`src/rtl/core_pkg.sv`:
```
// core_pkg: shared definitions for the pipelined RV32I/RV64I core.
//   imm_type_e  - immediate format code carried with each decoded bundle.
//                 Codes 0-4 match the single-cycle core's encoding.
//   OP_*        - 7-bit major opcodes (inst[6:0]).
package core_pkg;

    typedef enum logic [2:0] {
        IMM_I     = 3'd0,
        IMM_S     = 3'd1,
        IMM_NONE  = 3'd2,
        IMM_B     = 3'd3,
        IMM_J     = 3'd4,
        IMM_U     = 3'd5,
        IMM_SHAMT = 3'd6,
        IMM_ZCSR  = 3'd7
    } imm_type_e;

    localparam logic [6:0] OP_LOAD   = 7'b0000011;
    localparam logic [6:0] OP_FENCE  = 7'b0001111;
    localparam logic [6:0] OP_IMM    = 7'b0010011;
    localparam logic [6:0] OP_AUIPC  = 7'b0010111;
    localparam logic [6:0] OP_STORE  = 7'b0100011;
    localparam logic [6:0] OP_OP     = 7'b0110011;
    localparam logic [6:0] OP_LUI    = 7'b0110111;
    localparam logic [6:0] OP_BRANCH = 7'b1100011;
    localparam logic [6:0] OP_JALR   = 7'b1100111;
    localparam logic [6:0] OP_JAL    = 7'b1101111;
    localparam logic [6:0] OP_SYSTEM = 7'b1110011;

endpackage

```
`src/rtl/imm_decode_comb.sv`:
```
// imm_decode_comb: purely combinational immediate decoder.
//   inst     in  32    instruction word
//   imm      out XLEN  sign/zero-extended immediate
//   imm_type out 3     imm_type_e code derived from opcode/funct3
//   illegal  out 1     opcode not recognised (includes inst[1:0] != 2'b11)
module imm_decode_comb
    import core_pkg::*;
#(
    parameter int XLEN             = 32,
    parameter int ILLEGAL_ZERO_IMM = 1
) (
    input  logic [31:0]     inst,
    output logic [XLEN-1:0] imm,
    output imm_type_e       imm_type,
    output logic            illegal
);

    // Every format is built at 64 bits and then cut to XLEN, so the
    // RV64 sign extension falls out naturally without zero-width repeats.
    logic [63:0] imm_i64;
    logic [63:0] imm_s64;
    logic [63:0] imm_b64;
    logic [63:0] imm_j64;
    logic [63:0] imm_u64;
    logic [63:0] imm_shamt64;
    logic [63:0] imm_zcsr64;
    logic [63:0] imm_sel64;

    logic [6:0] opcode;
    logic [2:0] funct3;

    assign opcode = inst[6:0];
    assign funct3 = inst[14:12];

    assign imm_i64     = {{52{inst[31]}}, inst[31:20]};
    assign imm_s64     = {{52{inst[31]}}, inst[31:25], inst[11:7]};
    assign imm_b64     = {{52{inst[31]}}, inst[7], inst[30:25], inst[11:8], 1'b0};
    assign imm_j64     = {{44{inst[31]}}, inst[19:12], inst[20], inst[30:21], 1'b0};
    assign imm_u64     = {{32{inst[31]}}, inst[31:12], 12'b0};
    // RV64 shifts use a 6-bit shamt; RV32 only the low 5 bits.
    assign imm_shamt64 = (XLEN == 64) ? {58'b0, inst[25:20]} : {59'b0, inst[24:20]};
    assign imm_zcsr64  = {59'b0, inst[19:15]};

    always_comb begin
        imm_type  = IMM_NONE;
        illegal   = 1'b0;
        imm_sel64 = 64'b0;
        case (opcode)
            OP_LOAD, OP_FENCE, OP_JALR: begin
                imm_type  = IMM_I;
                imm_sel64 = imm_i64;
            end
            OP_IMM: begin
                if (funct3 == 3'b001 || funct3 == 3'b101) begin
                    imm_type  = IMM_SHAMT;
                    imm_sel64 = imm_shamt64;
                end else begin
                    imm_type  = IMM_I;
                    imm_sel64 = imm_i64;
                end
            end
            OP_STORE: begin
                imm_type  = IMM_S;
                imm_sel64 = imm_s64;
            end
            OP_BRANCH: begin
                imm_type  = IMM_B;
                imm_sel64 = imm_b64;
            end
            OP_JAL: begin
                imm_type  = IMM_J;
                imm_sel64 = imm_j64;
            end
            OP_LUI, OP_AUIPC: begin
                imm_type  = IMM_U;
                imm_sel64 = imm_u64;
            end
            OP_OP: begin
                imm_type  = IMM_NONE;
                imm_sel64 = 64'b0;
            end
            OP_SYSTEM: begin
                if (funct3[2]) begin
                    imm_type  = IMM_ZCSR;
                    imm_sel64 = imm_zcsr64;
                end else begin
                    imm_type  = IMM_I;
                    imm_sel64 = imm_i64;
                end
            end
            default: begin
                // Every legal opcode ends in 2'b11, so this arm also covers
                // compressed/reserved encodings.
                imm_type  = IMM_NONE;
                illegal   = 1'b1;
                imm_sel64 = (ILLEGAL_ZERO_IMM != 0) ? 64'b0 : imm_i64;
            end
        endcase
    end

    assign imm = imm_sel64[XLEN-1:0];

endmodule

```
`src/rtl/imm_decode_stage.sv`:
```
// imm_decode_stage: registered immediate-decode stage with a 2-entry skid
// buffer (main + skid) and valid/ready handshake.
//   clk, rst (async active-low), flush (sync)
//   in_valid/in_ready/in_inst/in_pc           upstream handshake + bundle
//   out_valid/out_ready                       downstream handshake
//   out_inst/out_pc/out_imm/out_imm_type/out_illegal  registered bundle
module imm_decode_stage
    import core_pkg::*;
#(
    parameter int XLEN             = 32,
    parameter int ILLEGAL_ZERO_IMM = 1
) (
    input  logic            clk,
    input  logic            rst,
    input  logic            flush,
    input  logic            in_valid,
    output logic            in_ready,
    input  logic [31:0]     in_inst,
    input  logic [XLEN-1:0] in_pc,
    output logic            out_valid,
    input  logic            out_ready,
    output logic [31:0]     out_inst,
    output logic [XLEN-1:0] out_pc,
    output logic [XLEN-1:0] out_imm,
    output logic [2:0]      out_imm_type,
    output logic            out_illegal
);

    logic [XLEN-1:0] dec_imm;
    imm_type_e       dec_type;
    logic            dec_illegal;

    imm_decode_comb #(
        .XLEN             (XLEN),
        .ILLEGAL_ZERO_IMM (ILLEGAL_ZERO_IMM)
    ) u_dec (
        .inst     (in_inst),
        .imm      (dec_imm),
        .imm_type (dec_type),
        .illegal  (dec_illegal)
    );

    logic            main_valid_reg;
    logic [31:0]     main_inst_reg;
    logic [XLEN-1:0] main_pc_reg;
    logic [XLEN-1:0] main_imm_reg;
    imm_type_e       main_type_reg;
    logic            main_illegal_reg;

    logic            skid_valid_reg;
    logic [31:0]     skid_inst_reg;
    logic [XLEN-1:0] skid_pc_reg;
    logic [XLEN-1:0] skid_imm_reg;
    imm_type_e       skid_type_reg;
    logic            skid_illegal_reg;

    logic accept;

    // in_ready comes straight from a flop, so out_ready never reaches it
    // combinationally.
    assign in_ready = !skid_valid_reg;
    assign accept   = in_valid && in_ready;

    always_ff @(posedge clk or negedge rst) begin
        if (!rst) begin
            main_valid_reg   <= 1'b0;
            main_inst_reg    <= '0;
            main_pc_reg      <= '0;
            main_imm_reg     <= '0;
            main_type_reg    <= IMM_I;
            main_illegal_reg <= 1'b0;
            skid_valid_reg   <= 1'b0;
            skid_inst_reg    <= '0;
            skid_pc_reg      <= '0;
            skid_imm_reg     <= '0;
            skid_type_reg    <= IMM_I;
            skid_illegal_reg <= 1'b0;
        end else if (flush) begin
            main_valid_reg <= 1'b0;
            skid_valid_reg <= 1'b0;
        end else if (main_valid_reg && !out_ready) begin
            // Main is held: park a new bundle in skid.
            if (accept) begin
                skid_valid_reg   <= 1'b1;
                skid_inst_reg    <= in_inst;
                skid_pc_reg      <= in_pc;
                skid_imm_reg     <= dec_imm;
                skid_type_reg    <= dec_type;
                skid_illegal_reg <= dec_illegal;
            end
        end else if (skid_valid_reg) begin
            // Skid can only be full while main is valid, so here main is
            // delivering; in_ready is low so no accept competes.
            main_valid_reg   <= 1'b1;
            main_inst_reg    <= skid_inst_reg;
            main_pc_reg      <= skid_pc_reg;
            main_imm_reg     <= skid_imm_reg;
            main_type_reg    <= skid_type_reg;
            main_illegal_reg <= skid_illegal_reg;
            skid_valid_reg   <= 1'b0;
        end else begin
            // Main empty or delivering with skid empty.
            main_valid_reg <= accept;
            if (accept) begin
                main_inst_reg    <= in_inst;
                main_pc_reg      <= in_pc;
                main_imm_reg     <= dec_imm;
                main_type_reg    <= dec_type;
                main_illegal_reg <= dec_illegal;
            end
        end
    end

    assign out_valid    = main_valid_reg;
    assign out_inst     = main_inst_reg;
    assign out_pc       = main_pc_reg;
    assign out_imm      = main_imm_reg;
    assign out_imm_type = main_type_reg;
    assign out_illegal  = main_illegal_reg;

endmodule

```
`config.mk`:
```
export PLATFORM = sky130hd
export DESIGN_NAME = imm_decode_stage
export DESIGN_NICKNAME = d
export VERILOG_FILES = /design/src/rtl/core_pkg.sv /design/src/rtl/imm_decode_comb.sv /design/src/rtl/imm_decode_stage.sv
export SDC_FILE = /design/constraint.sdc
export NUM_CORES = 1
export LEC_CHECK = 0
export ABC_AREA = 1
export BUFFER_PORTS_ARGS = -buffer_cell sky130_fd_sc_hd__buf_4
export CAP_MARGIN = 20
export CORE_ASPECT_RATIO = 1.75
export CORE_MARGIN = 4
export CORE_UTILIZATION = 50
export DETAILED_ROUTE_END_ITERATION = 8
export PLACE_DENSITY = 0.73
export SLEW_MARGIN = 20
export SYNTH_ARGS = -nofsm -noshare
export SYNTH_HDL_FRONTEND = slang
export SYNTH_SLANG_ARGS = --single-unit
```
`constraint.sdc`:
```
create_clock -name clk -period 5.15 [get_ports clk]
set_clock_uncertainty 0.1 [all_clocks]
set_input_delay 0.515 -clock clk [delete_from_list [all_inputs] [get_ports clk]]
set_output_delay 0.515 -clock clk [all_outputs]
set_load 0.01 [all_outputs]
```
==> summary.md, run 1 <==
| Metric | Value |
|---|---|
| Total clock sinks | 202 |
| Ys Warns | 0 |
| Period Utilization, post-route | 0.589 |
| Relative slew slack | 0.352 |
| Antenna cell count | 0 |
| Final cell count without fillers | about 1,600 |
| Synth cell count leaders | nand2_1, o21ai_0, dfrtp_1, nor2_1, inv_1 |
| Mapped Cells | 1,267 |
| Cell Area, Placed | 0.0109 sq mm |
| Status | finished, violations left |
| Die Height | roughly 190 um |
| Row count | 66 |
| CP arrival | 3.28 ns |
| Clk_lat worst skew | 0.49 ns |
| Routed vias/inst | 5.19 |
| Nets | 1,453 |
| Predominant post-synthesis flop cell | dfrtp_1 |
| Most instantiated library cell after synthesis | nand2_1 |
| Grt ovf | 0 |
| CTS tree | done |
| Failing checks | negative hold slack |
| Final Hold Viols | 10 |
| CTS resizes | 0 |
| CTS root buf | clkbuf_16 |
| DRC | 0 |
| Die X | between 100 and 150 um |
| Die area | 0.0216 sq mm |
| CP required | ~5.4 ns |
| Share of cells above drive strength 1 | 0.164 |
| Number of global-route vias before repair | between 8,000 and 9,000 |
| CP endpoint kind | flip-flop |
| Synth async-reset ratio | 1.00 |
| PortBufs | 170 |
| Crit-path cells | inv_4, a21oi_1, nand2_4, buf_12, o21ai_0 |
| Fill count | ~1,700 |
| Clock-pin slew on the worst setup and hold paths | 0.07 ns |
| Largest net degree at the start of global routing | 123 |
| GRT Total Usage | 0.231 |
| Core Area | 0.0187 sq mm |
| Post-Route WL | 25,000 um |
| Worst slew pin tran | 0.970 ns |
| CP Launch Type | flip-flop |
| Worst hold slack | -0.0378 ns |
| Initial Utilization | 0.513 |
| Io pins | 171 |
| Mean Syn Cell Area | 7.59 sq um |
| Synthesized Nets | 1,336 |
| Fmax | 0.330 GHz |
| Distinct cell type count of the synthesized netlist | 28 |
| Finish-stage setup viols | 0 |
| H-tree Lvls | 1 |
| Max Cap Viol | 0 |
| RD Place Congestion | 0.909 |
| Ranking of synthesized cells by area | dfrtp_1, nand2_1, o21ai_0 |
| DP Wirelength | 17,000 um |
| Setup bufs post-CTS | 0 |
| Initial antenna violation count | 0 |
| Synth Register Bits | 202 |
| CTS buffer count | 19 |
| Slew Viols, Final | 0 |
| Min cycle time layout | 3.03 ns |
| Post-synth top area share | 0.526 |
| Leak pwr | 6.32 nW |
| First-pass GRT wire length | slightly above 40,000 um |
| Worst min-delay path class | in2async |
| Routed via count | between 8,000 and 9,000 |
| Seq/Total Area, Yosys | 0.526 |
| Crit path max-delay cell type | inv_4 |
| Synth Cell Area | 0.00962 sq mm |
| Routed Antenna Nets | 0 |
| CTS max path bufs | 3 |
| DRT iter0 DRCs | 609 |
| Worst Path Max Fanout | 122 |
| Critical path class | reg2reg |
| Fin Setup TNS | 0 ns |
| 1st-pass router iterations | 5 |
| Wire per inst | 15.3 um |
| Layout area overhead | 20.7% |
| Hold Buf Count CTS | 0 |
| Placed Cells | about 1,600 |
| Synth area leader | dfrtp_1 |
| Max IR drop VDD | about 320 uV |
| Post-synth EDFFs | 0 |
| Unrepaired setup endpoints after global routing | no |
| Max stage delay on crit path | 0.65 ns |
| Pwr Density | 372 mW/mm^2 |
| Fin area | ~0.012 sq mm |
[metal layers]
metal	vias up	track usage	wire, um
li1	4261	-	-
met1	3939	0.285	10000
met2	233	0.407	12800
met3	54	0.0371	1390
met4	0	0.0791	795
met5	-	0	0
[through the flow]
stage               power (mW)   util  hold slack (ns)  setup slack [ns]
global route              4.55  0.620           0.0433              1.88
detailed placement        2.84  0.584            0.367              2.17
CTS                       4.36  0.620           0.0207              2.17
global placement          2.81  0.584            0.360              2.29
floorplan                 2.44      -            0.119              3.37
finish                    4.32  0.620          -0.0378              2.12
[cell usage in the layout (no fill, tap or decap), types with 3 or more instances in the layout]
cell,Yosys,routed
nand2_1,412,410
o21ai_0,218,218
dfrtp_1,202,202
buf_4,6,173
nor2_1,149,149
inv_1,78,76
nand3_1,43,43
a31oi_1,30,30
a21oi_1,23,23
clkbuf_16,0,19
clkbuf_8,0,6
or2_2,5,5
nand2_2,4,4
nor3_1,4,4
inv_2,3,3
nor2_2,3,3
a21boi_1,3,3
bufinv_16,0,3
[power breakdown]
group          switching, mW  internal (mW)  total, mW
Combinational          0.399          0.342      0.742
Clock                  0.616          0.903       1.52
Sequential             0.171           1.89       2.06
[logic make-up after synthesis]
group                  after synthesis  synth area share
flip-flops                         202             0.526
AO/OA/AOI/OAI                      280             0.153
AND/OR/NAND/NOR                    623             0.254
buffers and inverters              162            0.0679
[layout make-up]
class / count / area [sq um] / share of cell area
clock buffer: 25 / 548 / 0.0472
clock inverter: 8 / 125 / 0.0108
inverter: 82 / 310 / 0.0267
multi-input combinational: 903 / 3930 / 0.338
sequential: 202 / 5050 / 0.435
tap: 238 / 298 / 0.0256
timing repair buffer: 176 / 1350 / 0.116
[critical path, delay by kind of cell (launching register included)]
kind                   cells  cell delay (ns)
buffers and inverters      2             1.03
and+or+nand+nor            1             0.64
DFF                        1             0.50
AOI/OAI and AO/OA          2             0.42
[path summary, 6_finish.rpt]
kind / to / cells past startpoint / from / slack [ns]
setup / recovery: out_inst[18]$_DFFE_PN0P_ / 5 / skid_valid_reg$_DFFE_PN0P_ / 2.12
hold / removal: skid_pc_reg[26]$_DFFE_PN0P_ / 1 / rst / -0.04
setup reg to reg: out_inst[18]$_DFFE_PN0P_ / 5 / skid_valid_reg$_DFFE_PN0P_ / 2.12
hold reg to reg: out_imm[25]$_DFFE_PN0P_ / 2 / out_imm[25]$_DFFE_PN0P_ / 0.38
max in group asynchronous: out_imm[24]$_DFFE_PN0P_ / 2 / rst / 3.93
min in group clk: out_valid$_DFFE_PN0N_ / 2 / flush / 0.16
Power figures use the tool's default switching activity.
==> run 2, diff against run 1 <==
--- a/config.mk
+++ b/config.mk
@@ -12,7 +12,7 @@
 export CORE_MARGIN = 4
 export CORE_UTILIZATION = 50
 export DETAILED_ROUTE_END_ITERATION = 8
-export PLACE_DENSITY = 0.73
+export PLACE_DENSITY = 0.75
 export SLEW_MARGIN = 20
 export SYNTH_ARGS = -nofsm -noshare
 export SYNTH_HDL_FRONTEND = slang
==> constraint.sdc (replaced) <==
create_clock -name clk -period 2.6 [get_ports clk]
set_clock_uncertainty 0.1 [all_clocks]
set_input_delay 0.26 -clock clk [delete_from_list [all_inputs] [get_ports clk]]
set_output_delay 0.26 -clock clk [all_outputs]
set_load 0.01 [all_outputs]
==> summary.md, run 2 (synthesized netlist as in run 1, its figures left out) <==
| Metric | Value |
|---|---|
| Fill count | 1,679 (-2.6%) |
| CTS tree | done |
| Worst min-delay path class | in2reg |
| R2r setup slk | 0.52 ns (-1.60 ns) |
| H-tree Lvls | 1 (unchanged) |
| CP endpoint kind | output port |
| Grt ovf | 0 (unchanged) |
| Antenna cell count | 0 (unchanged) |
| Most frequent cells in the layout | nand2_1, o21ai_0, dfrtp_1, buf_4, nor2_1 |
| CTS buffer count | 19 (unchanged) |
| DRT iter0 DRCs | 546 (-10%) |
| Met1 usage | 0.306 (+0.0204) |
| Met3 capacity usage during global routing | 0.0440 (+0.00697) |
| DP Wirelength | 17,500 um (+2.8%) |
| Fin Setup TNS | 0 ns (unchanged) |
| Register area | 0.00505 sq mm (unchanged) |
| Most common cell after layout, fill and taps aside | nand2_1 |
| Core Area | 0.0187 sq mm (unchanged) |
| Clock-pin slew on the worst setup and hold paths | 0.07 ns (about the same) |
| Reg2Reg Depth | 7 (+2) |
| Post-Place Setup Slack | 0.167 ns (-2.01 ns) |
| Unrepaired setup endpoints after global routing | no |
| Final WS setup | 0.271 ns (-1.85 ns) |
| Fmax | 0.429 GHz |
| Number of global-route vias before repair | 8,538 (+4.8%) |
| Number of cells on the worst hold path | 3 |
| Post-layout util | 0.644 (+0.0244) |
| Clk_lat worst skew | 0.49 ns (about the same) |
| Leak pwr | 6.53 nW (+3.3%) |
| First-pass GRT wire length | 43,600 um (+6.9%) |
| Final Hold Viols | 0 (-10) |
| Max IR drop VDD | 586 uV (+84%) |
| Pwr Density | 692 mW/mm^2 (+86%) |
| Share of cells above drive strength 1 | 0.164 (+0.000201) |
| Routed vias/inst | 5.21 (+0.26%) |
| Total clock sinks | 202 (unchanged) |
| Initial antenna violation count | 0 (unchanged) |
| Post-Route WL | 26,200 um (+5.0%) |
| Finish-stage setup viols | 0 (unchanged) |
| Die Height | 191 um (unchanged) |
| Row count | 66 (unchanged) |
| Period Utilization, post-route | 0.896 |
| Multi-input gate area | 0.00393 sq mm (about the same) |
| Routed via count | 8,754 (+3.1%) |
| Initial Utilization | 0.513 (unchanged) |
| Nets | 1,502 (+3.4%) |
| Max Cap Viol | 0 (unchanged) |
| Largest net degree at the start of global routing | 194 (+58%) |
| CTS root buf | clkbuf_16 |
| Wire per inst | 15.6 um (+2.1%) |
| DRC | 0 (unchanged) |
| CP required | 2.24 ns (-3.15 ns) |
| Busiest grt layer | met2 |
| Die area | 0.0216 sq mm (unchanged) |
| Die X | 113 um (unchanged) |
| Worst Path Max Fanout | 193 (+58%) |
| Met2 usage | 0.421 (+0.0132) |
| Status | completed |
| CP arrival | 1.97 ns (-1.31 ns) |
| 1st-pass router iterations | 5 (unchanged) |
| Slew Viols, Final | 0 (unchanged) |
| CTS max path bufs | 3 (unchanged) |
| Io pins | 171 (unchanged) |
| Worst slew pin tran | 0.795 ns (-0.174 ns) |
| Layout area overhead | 25.5% |
| PortBufs | 170 (unchanged) |
| Min cycle time layout | about 2.3 ns |
| Relative slew slack | 0.470 (+0.118) |
| Critical path class | reg2out |
| Routed Antenna Nets | 0 (unchanged) |
| GRT Total Usage | 0.246 (+0.0149) |
| RD Place Congestion | 0.920 (+1.2%) |
| CP Launch Type | flip-flop |
run 2: changes by cell type in the layout (fill, tap and decap cells not counted), moves of 2 or more:
cell / previous run / this run
bufinv_16: 3 / 0
clkinv_4: 2 / 0
clkbuf_1: 1 / 3
buf_12: 2 / 7
buf_4: 173 / 179
dlygate4sd3_1: 0 / 38
clkbuf_8: 6 / 9
run 2: final timing paths:
path	endpoint	startpoint
max	in_ready	skid_valid_reg$_DFFE_PN0P_
min	skid_inst_reg[10]$_DFFE_PN0P_	in_inst[10]
max reg2reg	out_imm_type[0]$_DFFE_PN0P_	skid_valid_reg$_DFFE_PN0P_
min reg2reg	skid_type_reg[2]$_DFFE_PN0P_	skid_type_reg[2]$_DFFE_PN0P_
max in group asynchronous	skid_pc_reg[12]$_DFFE_PN0P_	rst
min in group asynchronous	skid_inst_reg[1]$_DFFE_PN0P_	rst
run 2: what timing repair did:
| action | 4_1_cts | 5_1_grt |
|---|---|---|
| endpoints found under the setup margin | 0 | 24 |
| hold buffers | 38 | 0 |
| endpoints found under the hold margin | 95 | 0 |
| resized for setup | 0 | 1 |
| setup buffers | 0 | 0 |
run 2: worst max-delay path, cell delays in order, from the launching register on:
cell	delay [ns]
dfrtp_1	0.52
inv_4	0.12
buf_12	0.50
buf_4	0.24
run 2: stage by stage:
stage / power [mW] / instances / instance area, sq um / hold WS (ns)
after floorplan: 4.84 / 1267 / 9620 / -0.136
after global placement: 5.58 / 1612 / 11100 / 0.188
after detailed placement: 5.65 / 1612 / 11100 / 0.190
after CTS: 8.44 / 1681 / 12100 / 0.000578
after global routing: 8.83 / 1681 / 12100 / 0.0366
final: 8.36 / 1681 / 12100 / 0.0163
run 2: cell type report:
cell class / count / area share
Sequential cell: 202 / 0.419
Multi-Input combinational cell: 903 / 0.325
Timing Repair Buffer: 225 / 0.156
Clock buffer: 30 / 0.0494
Inverter: 82 / 0.0257
Tap cell: 238 / 0.0247
Clock inverter: 1 / 0.000415
run 2: routing by layer:
metal  vias to the layer above  wire length (um)
li1                       4367                 -
met1                      4063             10300
met2                       259             13200
met3                        65              1590
met4                         0              1120
met5                         -                 0
run 2: power breakdown:
| part | internal (mW) | switching [mW] |
|---|---|---|
| clock | 1.56 | 1.16 |
| combinational | 0.731 | 0.829 |
| sequential | 3.74 | 0.332 |
| total | 6.04 | 2.32 |
==> run 3, diff against run 2 <==
--- a/config.mk
+++ b/config.mk
@@ -9,7 +9,6 @@
 export BUFFER_PORTS_ARGS = -buffer_cell sky130_fd_sc_hd__buf_4
 export CAP_MARGIN = 20
 export CORE_ASPECT_RATIO = 1.75
-export CORE_MARGIN = 4
 export CORE_UTILIZATION = 50
 export DETAILED_ROUTE_END_ITERATION = 8
 export PLACE_DENSITY = 0.75
==> summary.md, run 3 (synthesized netlist as in run 1, its figures left out) <==
| Metric | Value |
|---|---|
| Pwr Density | 694 mW/mm^2 (+0.28%) |
| Largest net degree at the start of global routing | 194 (unchanged) |
| Final WS setup | 0.269 ns (-0.00231 ns) |
| Routed Antenna Nets | 0 (unchanged) |
| Max IR drop VDD | 512 uV (-13%) |
| Antenna cell count | 0 (unchanged) |
| H-tree Lvls | 1 (unchanged) |
| Slew Viols, Final | 0 (unchanged) |
| CTS tree | done |
| CTS buffer count | 19 (unchanged) |
| PortBufs | 170 (unchanged) |
| Most common cell after layout, fill and taps aside | nand2_1 |
| Worst hold slack | 0.0104 ns (-0.00591 ns) |
| Worst slew pin tran | 0.767 ns (-0.0289 ns) |
| Crit path max-delay cell type | buf_12 |
| Nets | 1,494 (-0.53%) |
| Status | completed |
| GRT Total Usage | 0.262 (+0.0164) |
| Final Hold Viols | 0 (unchanged) |
| Crit-path cells | inv_4, buf_12, buf_4 |
| Row count | 66 (unchanged) |
| Fmax | 0.429 GHz (about the same) |
| Worst Path Max Fanout | 193 (unchanged) |
| CP arrival | 1.97 ns (about the same) |
| Unrepaired setup endpoints after global routing | no |
| RD Place Congestion | 0.922 (+0.20%) |
| CP endpoint kind | output port |
| Share of cells above drive strength 1 | 0.159 (-0.00477) |
| Io pins | 171 (unchanged) |
| DRC | 0 (unchanged) |
| Fin Setup TNS | 0 ns (unchanged) |
| Layout area overhead | 24.8% |
| Total clock sinks | 202 (unchanged) |
| Period Utilization, post-route | 0.897 (about the same) |
| Placed Cells | 1,607 (-0.31%) |
| Most frequent cells in the layout | nand2_1, o21ai_0, dfrtp_1, buf_4, nor2_1 |
| Max Cap Viol | 0 (unchanged) |
| Routed vias/inst | 5.26 (+0.91%) |
| Core Area | 0.0187 sq mm (unchanged) |
| Die X | 107 um (-5.3%) |
| DP Wirelength | 16,700 um (-4.1%) |
| Wire per inst | 15.1 um (-3.0%) |
| Max stage delay on crit path | 0.55 ns (+0.03 ns) |
| First-pass GRT wire length | 41,200 um (-5.4%) |
| Final cell count without fillers | 1,674 (-0.42%) |
| Clk_lat worst skew | 0.49 ns (about the same) |
| Critical path class | reg2out |
| CP Launch Type | flip-flop |
| Post-Route WL | 25,300 um (-3.4%) |
| Post-Place Setup Slack | 0.167 ns (+0.000957 ns) |
| Grt ovf | 0 (unchanged) |
| Number of global-route vias before repair | 8,449 (-1.0%) |
| Finish-stage setup viols | 0 (unchanged) |
| Worst min-delay path class | in2reg |
| DRT iter0 DRCs | 584 (+7.0%) |
| CTS root buf | clkbuf_16 |
| CP required | 2.24 ns (about the same) |
| Relative slew slack | 0.489 (+0.0193) |
| Setup bufs post-CTS | 0 (unchanged) |
| 1st-pass router iterations | 5 (unchanged) |
| Min cycle time layout | 2.33 ns (+0.00230 ns) |
| Clock-pin slew on the worst setup and hold paths | 0.06 ns (about the same) |
| Die area | 0.0198 sq mm (-8.3%) |
| CTS max path bufs | 3 (unchanged) |
| Routed via count | 8,797 (+0.49%) |
| Die Height | 185 um (-3.1%) |
| Buf/Inv on CP | 3 (unchanged) |
| Initial antenna violation count | 0 (unchanged) |
| Leak pwr | 6.48 nW (-0.66%) |
| Crit-path leading delay family | buffers and inverters |
| Initial Utilization | 0.513 (unchanged) |
[run 3: changes by cell type in the layout (fill, tap and decap cells not counted)]
cell | before | now
dlygate4sd3_1 | 38 | 35
clkbuf_1 | 3 | 7
bufinv_16 | 0 | 1
buf_4 | 179 | 173
buf_12 | 7 | 8
clkbuf_8 | 9 | 5
[run 3: tightest hold or removal path, stage by stage]
cell and delay [ns]:
buf_4 0.12, inv_1 0.07, o21ai_0 0.09
[run 3: path summary, 6_finish.rpt]
kind | cells past startpoint | slack (ns) | from | end
max | 3 | 0.27 | skid_valid_reg$_DFFE_PN0P_ | in_ready
min reg2reg | 2 | 0.38 | skid_inst_reg[2]$_DFFE_PN0P_ | skid_inst_reg[2]$_DFFE_PN0P_
min | 3 | 0.01 | in_inst[0] | skid_inst_reg[0]$_DFFE_PN0P_
min in group asynchronous | 2 | 0.17 | rst | out_pc[26]$_DFFE_PN0P_
max reg2reg | 6 | 0.53 | skid_valid_reg$_DFFE_PN0P_ | out_inst[15]$_DFFE_PN0P_
max in group asynchronous | 3 | 1.48 | rst | out_imm[1]$_DFFE_PN0P_
[run 3: metal layers]
metal,GRT usage,vias to the layer above,part of all wire
met5,0,-,0
met4,0.116,0,0.041
met3,0.0354,63,0.050
met2,0.469,266,0.52
met1,0.311,4125,0.39
li1,-,4343,-
[run 3: what timing repair did]
item                                    in CTS  in global routing
endpoints found under the setup margin       0                 23
resized for setup                            0                  1
hold endpoints to repair                   123                  0
hold buffers                                35                  0
[run 3: layout make-up]
cell class | instances | area, sq um
fill | 1615 | 6740
clock buffer | 30 | 557
sequential | 202 | 5050
inverter | 82 | 310
multi-input combinational | 903 | 3930
timing repair buffer | 217 | 1820
tap | 238 | 298
clock inverter | 2 | 35.0
[run 3: stage by stage]
stage	instance area (sq um)	total power, mW	util
floorplan	9620	4.84	-
global placement	11100	5.57	0.590
detailed placement	11100	5.64	0.590
CTS	12000	8.41	0.640
global route	12000	8.78	0.640
finish	12000	8.33	0.640
[run 3: report_power, final]
| part | internal (mW) | leakage, nW | switching (mW) | total, mW |
|---|---|---|---|---|
| sequential | 3.74 | 2.55 | 0.325 | 4.07 |
| clock | 1.56 | 0.289 | 1.15 | 2.72 |
| combinational | 0.726 | 3.65 | 0.823 | 1.55 |
